**src/rtl/instr_fetch.sv**
```systemverilog
// Instruction fetch: owns the 22-bit PC, issues imem word requests and buffers returned words in an in-order prefetch FIFO.
// Optional: define IF_STATIC_PREDICT_EN to predict-taken on returning B/JAL words.
module instr_fetch #(
    parameter logic [21:0] RESET_PC        = 22'h000000,
    parameter int unsigned FIFO_DEPTH      = 4,
    parameter int unsigned MAX_OUTSTANDING = 4
) (
    input  logic        clk,
    input  logic        rst_n,
    input  logic        stall,
    input  logic        redirect_valid,
    input  logic [21:0] redirect_pc,
    input  logic        hlt,
    output logic        imem_req,
    output logic [21:0] imem_addr,
    input  logic        imem_rdy,
    input  logic        imem_rvalid,
    input  logic [31:0] imem_rdata,
    output logic [31:0] instr,
    output logic [21:0] PC_out,
    output logic        instr_valid,
    output logic        halted
);

    localparam int unsigned PTR_W     = $clog2(FIFO_DEPTH);
    localparam int unsigned CNT_W     = $clog2(FIFO_DEPTH + 1);
    localparam int unsigned OUT_W     = $clog2(MAX_OUTSTANDING + 1);
    localparam int unsigned TAG_W     = (MAX_OUTSTANDING > 1) ? $clog2(MAX_OUTSTANDING) : 1;
    localparam int unsigned TAG_DEPTH = 1 << TAG_W;

    typedef enum logic [1:0] {
        ST_RUN   = 2'd0,
        ST_DRAIN = 2'd1,
        ST_HALT  = 2'd2
    } state_t;

    state_t           state;
    logic [21:0]      fetch_pc;
    logic [OUT_W-1:0] outstanding;
    logic [OUT_W-1:0] drop_cnt;
    logic [OUT_W-1:0] out_next;

    logic [31:0]      fifo_instr [FIFO_DEPTH];
    logic [21:0]      fifo_pc    [FIFO_DEPTH];
    logic [PTR_W-1:0] rd_ptr;
    logic [PTR_W-1:0] wr_ptr;
    logic [CNT_W-1:0] count;

    logic [21:0]      tag_pc [TAG_DEPTH];
    logic [TAG_W-1:0] tag_rd;
    logic [TAG_W-1:0] tag_wr;

    logic credit_ok;
    logic accept;
    logic resp;
    logic push;
    logic pop;
    logic redirect_take;
    logic hlt_take;
    logic predict_take;

    assign redirect_take = redirect_valid && (state != ST_HALT);
    assign hlt_take      = hlt && !redirect_valid && (state != ST_HALT);

    // Credit: every in-flight request must have a FIFO slot reserved for its response
    assign credit_ok = ((32'(outstanding) + 32'(count)) < FIFO_DEPTH) &&
                       (32'(outstanding) < MAX_OUTSTANDING);

    // No request while reset is held, nor in a redirect or halt cycle
    assign imem_req  = rst_n && (state == ST_RUN) && credit_ok && !redirect_valid && !hlt;
    assign imem_addr = fetch_pc;

    assign accept   = imem_req && imem_rdy;
    assign resp     = imem_rvalid && (outstanding != '0);
    assign push     = resp && (drop_cnt == '0) && (state != ST_HALT) && !redirect_valid && !hlt_take;
    assign pop      = instr_valid && !stall;
    assign out_next = outstanding + OUT_W'(accept) - OUT_W'(resp);

`ifdef IF_STATIC_PREDICT_EN
    assign predict_take = push && ((imem_rdata[31:27] == 5'b01110) || (imem_rdata[31:27] == 5'b10001));
`else
    assign predict_take = 1'b0;
`endif

    assign instr_valid = (count != '0);
    assign instr       = instr_valid ? fifo_instr[rd_ptr] : 32'h0;
    assign PC_out      = instr_valid ? fifo_pc[rd_ptr] : 22'h0;

    // PC, in-flight accounting and run/drain/halt control
    always_ff @(posedge clk or negedge rst_n) begin
        if (!rst_n) begin
            state       <= ST_RUN;
            fetch_pc    <= RESET_PC;
            outstanding <= '0;
            drop_cnt    <= '0;
            halted      <= 1'b0;
        end else begin
            outstanding <= out_next;
            if (accept) begin
                fetch_pc <= fetch_pc + 22'd1;
            end
            if (resp && !push && (drop_cnt != '0)) begin
                drop_cnt <= drop_cnt - OUT_W'(1);
            end
            if (redirect_take) begin
                fetch_pc <= redirect_pc;
                drop_cnt <= out_next;
                state    <= (out_next != '0) ? ST_DRAIN : ST_RUN;
            end else if (hlt_take) begin
                state  <= ST_HALT;
                halted <= 1'b1;
            end else if (predict_take) begin
                fetch_pc <= imem_rdata[21:0];
                drop_cnt <= out_next;
                state    <= (out_next != '0) ? ST_DRAIN : ST_RUN;
            end else if ((state == ST_DRAIN) && resp && (drop_cnt == OUT_W'(1))) begin
                state <= ST_RUN;
            end
        end
    end

    // FIFO pointers; a halt keeps only a stalled head entry
    always_ff @(posedge clk or negedge rst_n) begin
        if (!rst_n) begin
            rd_ptr <= '0;
            wr_ptr <= '0;
            count  <= '0;
        end else if (redirect_take) begin
            rd_ptr <= '0;
            wr_ptr <= '0;
            count  <= '0;
        end else if (hlt_take) begin
            wr_ptr <= (stall && instr_valid) ? rd_ptr + PTR_W'(1) : rd_ptr;
            count  <= CNT_W'(stall && instr_valid);
        end else begin
            if (push) begin
                wr_ptr <= wr_ptr + PTR_W'(1);
            end
            if (pop) begin
                rd_ptr <= rd_ptr + PTR_W'(1);
            end
            count <= count + CNT_W'(push) - CNT_W'(pop);
        end
    end

    always_ff @(posedge clk) begin
        if (push) begin
            fifo_instr[wr_ptr] <= imem_rdata;
            fifo_pc[wr_ptr]    <= tag_pc[tag_rd];
        end
    end

    // In-order PC tags for in-flight requests; every response retires one tag
    always_ff @(posedge clk or negedge rst_n) begin
        if (!rst_n) begin
            tag_rd <= '0;
            tag_wr <= '0;
        end else begin
            if (accept) begin
                tag_wr <= tag_wr + TAG_W'(1);
            end
            if (resp) begin
                tag_rd <= tag_rd + TAG_W'(1);
            end
        end
    end

    always_ff @(posedge clk) begin
        if (accept) begin
            tag_pc[tag_wr] <= fetch_pc;
        end
    end

    a_no_fifo_overflow: assert property (@(posedge clk) disable iff (!rst_n)
        !(push && !pop && (count == CNT_W'(FIFO_DEPTH))));

endmodule
```
**config.mk**
```make
export PLATFORM = sky130hd
export DESIGN_NAME = instr_fetch
export DESIGN_NICKNAME = d
export VERILOG_FILES = /design/src/rtl/instr_fetch.sv
export SDC_FILE = /design/constraint.sdc
export NUM_CORES = 1
export LEC_CHECK = 0
export ABC_AREA = 1
export BUFFER_PORTS_ARGS = -buffer_cell sky130_fd_sc_hd__buf_2
export CAP_MARGIN = 20
export CORE_MARGIN = 4
export CORE_UTILIZATION = 59
export DETAILED_ROUTE_END_ITERATION = 10
export GPL_TIMING_DRIVEN = 0
export PLACE_DENSITY = 0.79
export SYNTH_ARGS = -nofsm -noshare
export SYNTH_HDL_FRONTEND = slang
export SYNTH_SLANG_ARGS = --single-unit
```
**constraint.sdc**
```tcl
create_clock -name clk -period 10.7 [get_ports clk]
set_input_delay 2.14 -clock clk [delete_from_list [all_inputs] [get_ports clk]]
set_output_delay 2.14 -clock clk [all_outputs]
set_load 0.005 [all_outputs]
```
==> results of run 1 <==
-- kinds of logic (layout without fill, tap and decap cells) --
family                     count (synthesis)  after routing
AOI/OAI and AO/OA                        274            274
xor gates and xnor gates                   9              9
adders and majority gates                 20             20
buffers and inverters                    124            325
DFF                                      346            346
other                                      0              1
and+or+nand+nor                          507            507
-- cell usage after synthesis, types with 2 or more instances --
| cell type | instances |
|---|---|
| a21oi_1 | 66 |
| nand3_1 | 37 |
| xnor2_1 | 4 |
| o21ai_0 | 176 |
| clkbuf_1 | 30 |
| fa_1 | 2 |
| o211ai_1 | 3 |
| or2_0 | 2 |
| buf_4 | 6 |
| inv_2 | 5 |
| or2_2 | 7 |
| nor2_1 | 313 |
| nand4_1 | 7 |
| dfrtp_1 | 42 |
| nand3_2 | 6 |
| ha_1 | 18 |
| buf_1 | 10 |
| inv_1 | 54 |
| edfxtp_1 | 304 |
| o21ai_1 | 4 |
| xor2_1 | 5 |
| nand3b_1 | 2 |
| nand2_4 | 3 |
| nand2_1 | 122 |
| o22ai_1 | 22 |
| buf_2 | 15 |
| nor2_2 | 4 |
-- cell type report --
class | instances | area, µm² | area share, %
plain buffers | 64 | 302 | 1.79
clock inverters | 9 | 43.8 | 0.260
flip-flops and latches | 346 | 10200 | 60.4
multi-input cells | 810 | 3890 | 23.1
repair buffers | 149 | 888 | 5.27
well taps | 324 | 405 | 2.41
clock buffers | 43 | 916 | 5.43
diodes | 1 | 2.50 | 0.0148
inverters | 60 | 225 | 1.34
-- critical path: stages --
cell and delay, ns:
buf_2 0.18, buf_12 0.25, nand3_2 0.14, nor4_1 0.19, buf_2 0.16
-- placed cells by master (no fill, tap or decap), types with 5 or more instances in the layout --
master     Yosys  routed
dfrtp_1       42      42
a21oi_1       66      66
buf_2         15     154
buf_12         0       6
or2_2          7       7
o21ai_0      176     176
ha_1          18      18
nand4_1        7       7
buf_4          6       6
buf_1         10      10
nor2_4         1       5
xor2_1         5       5
nand3_1       37      37
o22ai_1       22      22
clkinv_1       1       5
inv_2          5       5
clkbuf_1      30      37
nor2_2         4       8
edfxtp_1     304     304
clkbuf_16      0      35
nor2_1       313     305
inv_1         54      54
nand3_2        6       6
nand2_1      122     122
-- metal layers --
| layer | routed length [µm] | share of wire, % |
|---|---|---|
| met1 | 13700 | 40 |
| met5 | 13 | 0.038 |
| met2 | 17100 | 50 |
| met3 | 2740 | 8.0 |
| met4 | 877 | 2.6 |
-- registers in the layout, indices dropped and copies added, names as in the netlist --
name and count:
tag_rd 2, count 3, fifo_pc 88, halted 1, state 2, tag_pc 88, imem_addr 22, fifo_instr 128
wr_ptr 2, rd_ptr 2, tag_wr 2, drop_cnt 3, outstanding 3
-- through the flow --
| step | std cells | utilization (%) |
|---|---|---|
| 6_report | 1806 | 69.3 |
| 2_1_floorplan | 1280 | - |
| 3_5_place_dp | 1752 | 65.3 |
| 3_3_place_gp | 1743 | 64.4 |
| 5_1_grt | 1806 | 69.3 |
| 4_1_cts | 1804 | 69.2 |
-- power by group --
| part | switching (mW) | leakage, nW | internal, mW |
|---|---|---|---|
| combinational | 0.573 | 2.66 | 0.326 |
| sequential | 0.00946 | 3.48 | 1.47 |
| clock | 0.466 | 0.473 | 0.600 |
-- final timing paths --
check,startpoint,endpoint,cells after the start
max,rst_n,imem_req,5
min,halted,halted,1
max reg2reg,outstanding[1],state[0],15
min reg2reg,halted,halted,1
max in group asynchronous,rst_n,halted,2
min in group asynchronous,rst_n,imem_addr[18],1
==> impl_metrics.csv, run 1 <==
group,metric,value,unit
floorplan,die_w,165,µm
synth,syn-cell-area,14600,µm²
grt,grt_util_met2,42.4,%
synth,synth.largest_area_cell,"edfxtp_1",
floorplan,initial_core_util,59.9,%
min_path,worst_hold_path_type,"register to register",
floorplan,std_cell_rows,57,
synth,avgSynthCellArea,11.4,µm²
synth,synth_compound_gate_area_share,9.70,%
route,via_count,10300,
sta,max_freq,191,MHz
sta,slew_headroom,39.6,%
synth,synth.mux.area_fraction,0,%
synth,async_flop_share,12.1,%
layout,nets,1546,
layout,drive_gt1_share,16.9,%
clock_network,post-cts-setup-buffers,0,
grt,grt_max_degree,44,
worst_setup_path,ff2ff_setup_slack,7.68,ns
placement,dp_slack,4.97,ns
route,drc,0,
layout,fillers,1607,
synth,synth_top_family_by_area,"simple AND/OR/NAND/NOR gates",
worst_setup_path,cp.arrival,3.10,ns
power,p_leak,6.61,nW
route,ant_nets,0,
synth,seq_area_frac_synth,69.9,%
grt,grt_pass1_vias,10000,
sta,fin_crit,5.24,ns
floorplan,core_area,24300,µm²
power,p_per_area,204,nW/µm²
floorplan,fp.dieH,165,µm
sta,hold_viol_final,0,
sta,fin_crit_sh,49.0,%
sta,rsz0062_at_grt,"no",
route,dr.pass1.iters,6,
clock_network,clkTransAtPathRegs,0.06,ns
synth,synth_top_area_share,62.7,%
sta,finClkSkew,0.0171,ns
layout,finalInstanceArea,16900,µm²
synth,synth-edff-count,304,
synth,yosys.cell_types.count,38,
sta,slew_viol_final,0,
synth,syn_inst,1280,
grt,grt_use_met3,4.19,%
floorplan,die-area,27200,µm²
synth,yosys.area_share.simple,14.4,%
grt,overflow,0,
synth,synthesis.nets,1361,
grt,gr-max-usage-layer,"met2",
power,peakVddDrop,0.132,mV
placement,port_buffers,139,
clock_network,cts_hold_buf,0,
route,drt-total-wl,34400,µm
worst_setup_path,critPathLaunchType,"input pin",
clock_network,htreeDepth,2,
clock_network,tritoncts,"yes",
synth,synth.ff_latch_count,346,
sta,hold-worst-slack,0.492,ns
clock_network,root_buffer,"clkbuf_16",
synth,yosysWarningCount,0,
clock_network,cts.repair.resized,0,
synth,synthAdderAreaFrac,1.82,%
grt,grt_first_pass_wirelength,52500,µm
route,viasPerCell,5.70,
placement,routabilityCongestion,0.868,
worst_setup_path,cp-end-kind,"output port",
sta,final-setup-viol-count,0,
clock_network,clk_latency,0.51,ns
status,status,"completed",
clock_network,cts_num_sinks,346,
worst_setup_path,path_max_fanout,38,
route,first_iter_violations,1208,
clock_network,cts_made_buffers,34,
synth,ys.flop_type,"edfxtp_1",
sta,setup-tns-final,0,ns
floorplan,ios,140,
grt,grt_antenna_before_repair,2,
placement,place_area,15900,µm²
grt,met1_usage,32.7,%
clock_network,ctsLongestPathBuffers,3,
route,wl_per_cell,19.0,µm
worst_setup_path,required,8.56,ns
sta,worstMarginPinSlew,0.904,ns
synth,yosys-top-cells-area,"edfxtp_1 63%, nor2_1 8.1%, dfrtp_1 7.2%",
grt,grt_use_total,24.8,%
placement,place_hpwl,22500,µm
power,finalPower,3.44,mW
synth,yosys.area_share.xor_xnor,0.542,%
sta,setup_ws,5.46,ns
job,maxCapViolations,0,
worst_setup_path,setup.worst_path.class,"input pin to output port",
layout,area_growth,15.8,%
Note: power is estimated with default switching activity, not from simulation.
==> inputs of run 2 (changes only) <==
Settings changed: CORE_UTILIZATION 59 to 53, PLACE_DENSITY 0.79 to 0.75.
Clock period 10.7 ns to 4.76 ns, I/O delays scaled along.
==> run 2 against run 1 <==
Net effect: via count rose by 0.39%; highest routed layer unchanged; wire length rose by 0.61%; hold slack got worse by 0.19 ns; clock skew barely moved; count of clock-buffer cells in the layout rose by 3; global-route usage fell by 2.7 points; die area rose by 11%.
==> impl_metrics.csv, run 2 (same netlist as run 1, synthesis figures left out) <==
group,metric,value,unit
grt,grt_antenna_before_repair,1,
route,wl_per_cell,18.8,µm
clock_network,post-cts-setup-buffers,0,
worst_setup_path,r2r_cells,16,
worst_setup_path,cp.arrival,2.36,ns
floorplan,die-area,30200,µm²
job,maxCapViolations,0,
clock_network,cts_num_sinks,346,
worst_setup_path,critPathSlowestCell,"clkbuf_1",
route,drt-total-wl,34600,µm
worst_setup_path,r2r-start,"outstanding[2]",
route,drc,0,
worst_setup_path,required,3.81,ns
power,peakVddDrop,0.268,mV
worst_setup_path,r2r_end,"drop_cnt[1]",
layout,drive_gt1_share,17.5,%
worst_setup_path,critical_path.max_stage_delay,0.50,ns
min_path,worst_hold_path_type,"input pin to async pin",
sta,setup-tns-final,0,ns
grt,gr-max-usage-layer,"met2",
worst_setup_path,crit_chain,"inv_2 > buf_2 > clkbuf_1 > o21ai_0 > a21oi_1 > buf_2",
sta,max_freq,302,MHz
worst_setup_path,path_delay_family,"buffers and inverters",
clock_network,root_buffer,"clkbuf_16",
sta,final-setup-viol-count,0,
clock_network,cts_hold_buf,0,
layout,largest_register_ffs,128,
layout,multi_input_area,3890,µm²
layout,seqCellArea,10200,µm²
grt,grt_use_total,22.2,%
layout,regMostFlops,"fifo_instr",
route,via_count,10300,
route,viasPerCell,5.63,
placement,place_hpwl,22800,µm
layout,layout_common_cells,"305 x nor2_1, 304 x edfxtp_1, 176 x o21ai_0",
layout,final_common_cell,"nor2_1",
route,ant_nets,0,
worst_setup_path,critPathLaunchType,"register",
placement,routabilityCongestion,0.883,
grt,grt_use_met3,3.29,%
floorplan,ios,140,
grt,overflow,0,
clock_network,cts_made_buffers,36,
sta,fin_crit_sh,69.5,%
floorplan,fp.dieH,174,µm
clock_network,htreeDepth,2,
route,dr.pass1.iters,5,
layout,fillers,1950,
sta,slew_headroom,39.3,%
clock_network,tritoncts,"yes",
clock_network,clkTransAtPathRegs,0.06,ns
worst_setup_path,path_max_fanout,10,
placement,port_buffers,139,
sta,rsz0062_at_grt,"no",
power,p_per_area,473,nW/µm²
layout,diodes,0,
worst_setup_path,cpMostUsedCell,"buf_2",
sta,slew_viol_final,0,
layout,top_regs,"fifo_instr: 128 flops, fifo_pc: 88 flops, tag_pc: 88 flops",
grt,met1_usage,29.4,%
clock_network,cts.repair.resized,0,
clock_network,ctsLongestPathBuffers,3,
worst_setup_path,worst-path-buf-inv,4,
power,p_leak,6.73,nW
worst_setup_path,setup.worst_path.class,"register to output port",
placement,post-place-cells,1771,
floorplan,core_area,27000,µm²
grt,grt_first_pass_wirelength,53500,µm
sta,finClkSkew,0.0170,ns
layout,nets,1550,
floorplan,initial_core_util,54.0,%
grt,grt_max_degree,44,
worst_setup_path,ff2ff_setup_slack,1.67,ns
floorplan,die_w,174,µm
layout,fin_cells,1835,
layout,area_growth,17.7,%
clock_network,clk_latency,0.51,ns
sta,worstMarginPinSlew,0.908,ns
sta,hold_viol_final,0,
grt,grt_pass1_vias,10000,
worst_setup_path,cp-end-kind,"output port",
sta,fin_crit,3.31,ns
floorplan,std_cell_rows,60,
status,status,"completed",
grt,grt_util_met2,38.4,%
route,first_iter_violations,952,
run 2: changes by cell type in the layout (fill, tap and decap cells not counted), sizes merged:
| cell | delta |
|---|---|
| clkbuf | +3 |
| buf | +2 |
| diode | -1 |
| inv | -1 |
| bufinv | +4 |
| clkinv | +4 |
| clkinvlp | +1 |
run 2: cell type report:
| cell class | count | share of cell area [%] |
|---|---|---|
| Clock buffer | 46 | 5.72 |
| Clock inverter | 17 | 1.08 |
| Timing Repair Buffer | 151 | 5.55 |
| Inverter | 60 | 1.31 |
| Sequential cell | 346 | 59.4 |
| Tap cell | 341 | 2.49 |
| Buffer | 64 | 1.76 |
| Multi-Input combinational cell | 810 | 22.7 |
run 2: routing by layer:
| layer | up-vias | routed length, µm |
|---|---|---|
| met2 | 505 | 17400 |
| li1 | 4837 | - |
| met5 | - | 12 |
| met3 | 55 | 2730 |
| met4 | 2 | 678 |
| met1 | 4928 | 13800 |
run 2: where the power goes:
group | leakage [nW] | total, mW | switching [mW] | internal [mW]
sequential | 3.48 | 3.32 | 0.0202 | 3.30
clock | 0.571 | 2.76 | 1.09 | 1.67
combinational | 2.68 | 2.04 | 1.30 | 0.734
total | 6.73 | 8.11 | 2.41 | 5.70
run 2: worst max-delay path by stage:
stage,startpoint,end,slack (ns),depth (start not counted)
finish,rd_ptr[0],instr[31],1.45,6
floorplan,redirect_valid,fifo_instr[0][0],0.68,5
CTS,rst_n,drop_cnt[1],0.99,15
global route,rst_n,drop_cnt[1],1.30,16
global placement,imem_rvalid,fifo_instr[3][6],-1.22,5
detailed placement,rst_n,drop_cnt[1],0.46,15
run 2: per-stage QoR:
stage	instance area (µm²)	setup slack [ns]	power, mW	hold slack, ns	util, %
detailed placement	16000	0.459	5.41	0.456	59.2
global placement	15700	-1.22	5.36	0.452	58.2
CTS	17100	0.986	8.15	0.471	63.5
floorplan	14600	0.682	4.54	0.465	-
finish	17100	1.45	8.11	0.303	63.6
global route	17100	1.30	8.49	0.290	63.6
